<file path="src/rtl/merger_out_packer.sv">
// Packs merger output tuples from a FIFO into AXI4-Stream beats of LP_SLOTS tuples,
// emitting a partial, zero-padded final beat when the job count is not a multiple of LP_SLOTS.
module merger_out_packer #(
  parameter int C_AXIS_TDATA_WIDTH = 512,
  parameter int C_TUPLE_WIDTH      = 128
) (
  input  logic                            m_axis_aclk,
  input  logic                            m_axis_areset,
  input  logic                            i_start,
  input  logic [31:0]                     i_num_tuples,
  input  logic                            fifo_empty,
  input  logic [C_TUPLE_WIDTH-1:0]        fifo_data,
  output logic                            fifo_deq,
  output logic                            m_axis_tvalid,
  input  logic                            m_axis_tready,
  output logic [C_AXIS_TDATA_WIDTH-1:0]   m_axis_tdata,
  output logic [C_AXIS_TDATA_WIDTH/8-1:0] m_axis_tkeep,
  output logic                            m_axis_tlast,
  output logic                            o_busy,
  output logic                            o_done
);

  localparam int LP_SLOTS    = C_AXIS_TDATA_WIDTH / C_TUPLE_WIDTH;
  localparam int TUPLE_BYTES = C_TUPLE_WIDTH / 8;
  localparam int SLOT_W      = $clog2(LP_SLOTS + 1);
  localparam logic [SLOT_W-1:0] LAST_SLOT = SLOT_W'(LP_SLOTS - 1);

  typedef enum logic [1:0] {IDLE, FILL, SEND} state_t;

  state_t                          state;
  logic [SLOT_W-1:0]               slot;
  logic [31:0]                     remaining;
  logic [C_AXIS_TDATA_WIDTH-1:0]   buffer;
  logic                            done;
  logic [C_AXIS_TDATA_WIDTH/8-1:0] keep;

  assign fifo_deq = (state == FILL) && !fifo_empty && (remaining != 32'd0);

  always_ff @(posedge m_axis_aclk) begin
    if (!m_axis_areset) begin
      state     <= IDLE;
      slot      <= '0;
      remaining <= '0;
      buffer    <= '0;
      done      <= 1'b0;
    end else begin
      done <= 1'b0;
      case (state)
        IDLE: begin
          if (i_start) begin
            if (i_num_tuples != 32'd0) begin
              remaining <= i_num_tuples;
              slot      <= '0;
              buffer    <= '0;
              state     <= FILL;
            end else begin
              done <= 1'b1;
            end
          end
        end
        FILL: begin
          if (fifo_deq) begin
            for (int i = 0; i < LP_SLOTS; i++) begin
              if (slot == SLOT_W'(i)) buffer[i*C_TUPLE_WIDTH +: C_TUPLE_WIDTH] <= fifo_data;
            end
            slot      <= slot + SLOT_W'(1);
            remaining <= remaining - 32'd1;
            if (slot == LAST_SLOT || remaining == 32'd1) state <= SEND;
          end
        end
        SEND: begin
          if (m_axis_tready) begin
            if (remaining != 32'd0) begin
              state  <= FILL;
              slot   <= '0;
              buffer <= '0;
            end else begin
              state <= IDLE;
              done  <= 1'b1;
            end
          end
        end
        default: state <= IDLE;
      endcase
    end
  end

  // In SEND, slot holds the number of filled slots, so it directly sizes tkeep.
  always_comb begin
    keep = '0;
    if (state == SEND) begin
      for (int i = 0; i < LP_SLOTS; i++) begin
        if (SLOT_W'(i) < slot) keep[i*TUPLE_BYTES +: TUPLE_BYTES] = '1;
      end
    end
  end

  assign m_axis_tvalid = (state == SEND);
  assign m_axis_tdata  = buffer;
  assign m_axis_tkeep  = keep;
  assign m_axis_tlast  = (state == SEND) && (remaining == 32'd0);
  assign o_busy        = (state != IDLE);
  assign o_done        = done;

endmodule

</file>
<file path="config.mk">
export PLATFORM = sky130hd
export DESIGN_NAME = merger_out_packer
export DESIGN_NICKNAME = d
export VERILOG_FILES = /design/src/rtl/merger_out_packer.sv
export SDC_FILE = /design/constraint.sdc
export NUM_CORES = 1
export LEC_CHECK = 0
export ABC_AREA = 1
export CAP_MARGIN = 0
export CORE_AREA = 2 2 287 289
export CTS_CLUSTER_SIZE = 10
export DETAILED_ROUTE_END_ITERATION = 10
export DIE_AREA = 0 0 289 291
export MAX_ROUTING_LAYER = met4
export PLACE_DENSITY = 0.68
export SLEW_MARGIN = 20
export SYNTH_ARGS = -nofsm -noshare
export SYNTH_HDL_FRONTEND = slang
export SYNTH_SLANG_ARGS = --single-unit
</file>
<file path="constraint.sdc">
create_clock -name m_axis_aclk -period 2.1 [get_ports m_axis_aclk]
set_clock_uncertainty 0.1 [all_clocks]
set_input_delay 0.42 -clock m_axis_aclk [delete_from_list [all_inputs] [get_ports m_axis_aclk]]
set_output_delay 0.42 -clock m_axis_aclk [all_outputs]
set_load 0.05 [all_outputs]
</file>
==> summary.md <==
| Metric | Value |
|---|---|
| Die Span X | `289 µm` |
| HP Class | `primary input to flop` |
| Dpl cells | `5,323` |
| Fin area | `40,630 µm²` |
| Setup_tns | `-148.41 ns` |
| Critical path's slowest cell | `dfxtp_2` |
| Buf+Inv Stages, Crit Path | `6` |
| Site Rows | `105` |
| Synth unique cells | `29` |
| Crit. End Element | `output pin` |
| Critical Path Source Type | `flop` |
| Clock Sinks | `550` |
| CTS tree | `done` |
| Count of final setup violators | `872` |
| RePlAce Congestion | `0.9177` |
| Hold_buf cts | `0` |
| Post-Syn Area | `24,260 µm²` |
| IO buf count | `745` |
| Critical Path AT | `1.90 ns` |
| Area after DPL | `33,850 µm²` |
| Layout cells sized above 1 | `23.66%` |
| Global Route Usage Sum | `24.71%` |
| Crit-path max FO | `8` |
| Tightest Pin Transition | `0.5657 ns` |
| Clk_lat worst skew | `0.59 ns` |
| Critical Path RT | `1.58 ns` |
| Status | `finished, violations left` |
| Die H | `291 µm` |
| Hold Path Sink | `m_axis_tdata[177]` |
| Grt ovf | `0` |
| Top post-synthesis cells by area | `dfxtp_1 (45%), nand2_1 (18%), nor2_1 (15%)` |
| Reg-to-reg endpoint | `m_axis_tdata[180]` |
| Post-DRT Antenna Nets | `0` |
| DRT Pass-1 Iters | `9` |
| Failing checks | `negative setup slack` |
| Number of synthesized register bits | `550` |
| Largest family of logic cells by synthesized area | `simple AND/OR/NAND/NOR gates` |
| Cells after synthesis | `3,588` |
| Sequential Area | `11,020 µm²` |
| MaxCap Viol Count | `0` |
| Initial antenna violation count | `0` |
| Clock Path Buffers | `3` |
| Sequential share of the synthesized area | `45.39%` |
| Die area | `84,100 µm²` |
| Dpl hpwl | `66.07 mm` |
| DRC violations left | `0` |
| Setup CP Type | `flop to output pin` |
| Xor-xnor portion of the synthesized cell area | `0.2528%` |
| Via density per instance | `4.817` |
| Mean Syn Cell Area | `6.760 µm²` |
| Total Wirelength | `113.2 mm` |
| CTS root buf | `clkbuf_16` |
| Final worst slack | `-0.3189 ns` |
| # IOs | `746` |
| H-tree depth | `3` |
| Filler instances | `7,626` |
| WHS Path Cells | `3` |
| Yosys top cell area share | `45.39%` |
| Adder-cell area share of the yosys netlist | `0.2579%` |
| R2r worst-path depth | `18` |
| Crit path max-delay family | `buffers and inverters` |
| Cell Chain, Critical Path | `inv_2 -> buf_6 -> nor2_4 -> inv_2 -> buf_6 -> a21oi_4 -> clkbuf_16 -> buf_12` |
| Simple-Gate Fraction of Synth Area | `37.99%` |
| First-pass GRT wire length | `154.5 mm` |
| Area growth syn-to-layout | `67.50%` |
| Final min period | `2.419 ns` |
| Compound-Gate Fraction of Synth Area | `7.892%` |
| Crit Reg-Reg Startpoint | `remaining[1]` |
| Avg WL per Cell | `20.25 µm` |
| Largest net degree at the start of global routing | `85` |
| Slew margin rel. | `62.17%` |
| Initial drt markers | `1,919` |
| Clock transition at path regs | `0.05 ns` |
| RSZ-0062 raised after global routing | `yes` |
| Core area | `81,190 µm²` |
| Fin. Hold Viols | `0` |
| Hold Crit Start | `m_axis_areset` |
| Diodes inserted | `0` |
| Multi-input gate area | `12,750 µm²` |
| Initial Util | `29.88%` |
| Nets | `4,668` |
| DR vias | `26,915` |
| Post-Syn Nets | `3,758` |
| Fmax | `413.4 MHz` |
| Final worst path period share | `115.2%` |
| CP max stage delay | `0.33 ns` |
| Yosys warns | `0` |
| Final Max Slew Viols | `0` |
| Multiplexer share of the synthesized area | `0%` |
| Synth area leader | `dfxtp_1` |
| R2R Setup Slk | `-0.30 ns` |
| Number of global-route vias before repair | `25,000` |
| Final non-filler cell total | `5,588` |
| Inserted Clock Buffers | `67` |
## cells in the mapped netlist (all sizes together)
cell type and number:
inv 112, clkbuf 101, nor2 967, nand3 24, buf 200, xnor2 3, a21oi 35, or2 1
a211oi 1, nor3 163, nand4 4, dfxtp 550, ha 5, o21bai 201, nand3b 2, o21ai 37
nand2 1136, a22o 1, xor2 4, nor3b 37, a31oi 4
## cells in the final DEF, fill, tap and decap left out, types with 91 or more instances in the layout
master	count
clkdlybuf4s50_1	454
dfxtp_1	543
nand2_1	1006
nand2_2	91
buf_4	398
buf_12	137
clkbuf_16	93
o21bai_1	195
nor3_1	117
nor2_1	869
inv_1	104
## tightest hold or removal path: cells and delay by family
kind / cells / cell delay (ns)
and+or+nand+nor: 2 / 0.13
buffers and inverters: 1 / 0.17
## per-layer routing
layer / routed length [µm] / vias up / GRT usage (%)
met3: 9209 / 284 / 5.266
met4: 5473 / 0 / 10.22
met1: 43370 / 12604 / 28.32
met5: 0 / - / -
li1: - / 12850 / -
met2: 55120 / 1177 / 41.59
## worst max-delay path by stage
stage	from	end	depth (start not counted)
2_1_floorplan	state[1]	m_axis_tkeep[10]	5
3_3_place_gp	i_num_tuples[4]	m_axis_tdata[492]	14
3_5_place_dp	i_num_tuples[4]	m_axis_tdata[492]	14
4_1_cts	state[1]	m_axis_tkeep[2]	8
5_1_grt	remaining[2]	m_axis_tdata[180]	17
6_report	state[1]	m_axis_tkeep[3]	8
## layout make-up
cell class                 count  area share, %
clock buffer                  82          4.388
clock inverter                 7         0.2741
inverter                     112          1.053
multi-input combinational   2625          31.39
sequential                   550          27.12
tap                         1070          3.295
timing repair buffer        1142          32.47
## state kept, by name, summed over array words and instances, names as in the netlist
register / flops
m_axis_tdata: 512
remaining: 32
slot: 3
state: 2
o_done: 1
## cells by family after synthesis
logic type | after synthesis
compound gates | 279
xor+xnor | 7
fa+ha+maj | 5
buf+inv | 413
flops | 550
simple gates | 2334
## stage by stage
stage,setup WS (ns),util [%],hold WS [ns]
2_1_floorplan,-0.3206,-,0.3666
3_3_place_gp,-0.7803,41.70,0.3610
3_5_place_dp,-0.8194,41.70,0.3705
4_1_cts,-0.4125,48.07,0.04604
5_1_grt,-0.4676,50.04,0.07238
6_report,-0.3189,50.04,0.08715
## what timing repair did
item	4_1_cts	5_1_grt
pin swaps	45	124
setup buffers	80	42
cloned	54	34
resized for setup	323	319
setup endpoints to repair	927	911
Power is left out: the tool's default activity adds up to more than one toggle a clock period on the data nets, which glitch-free logic cannot reach.
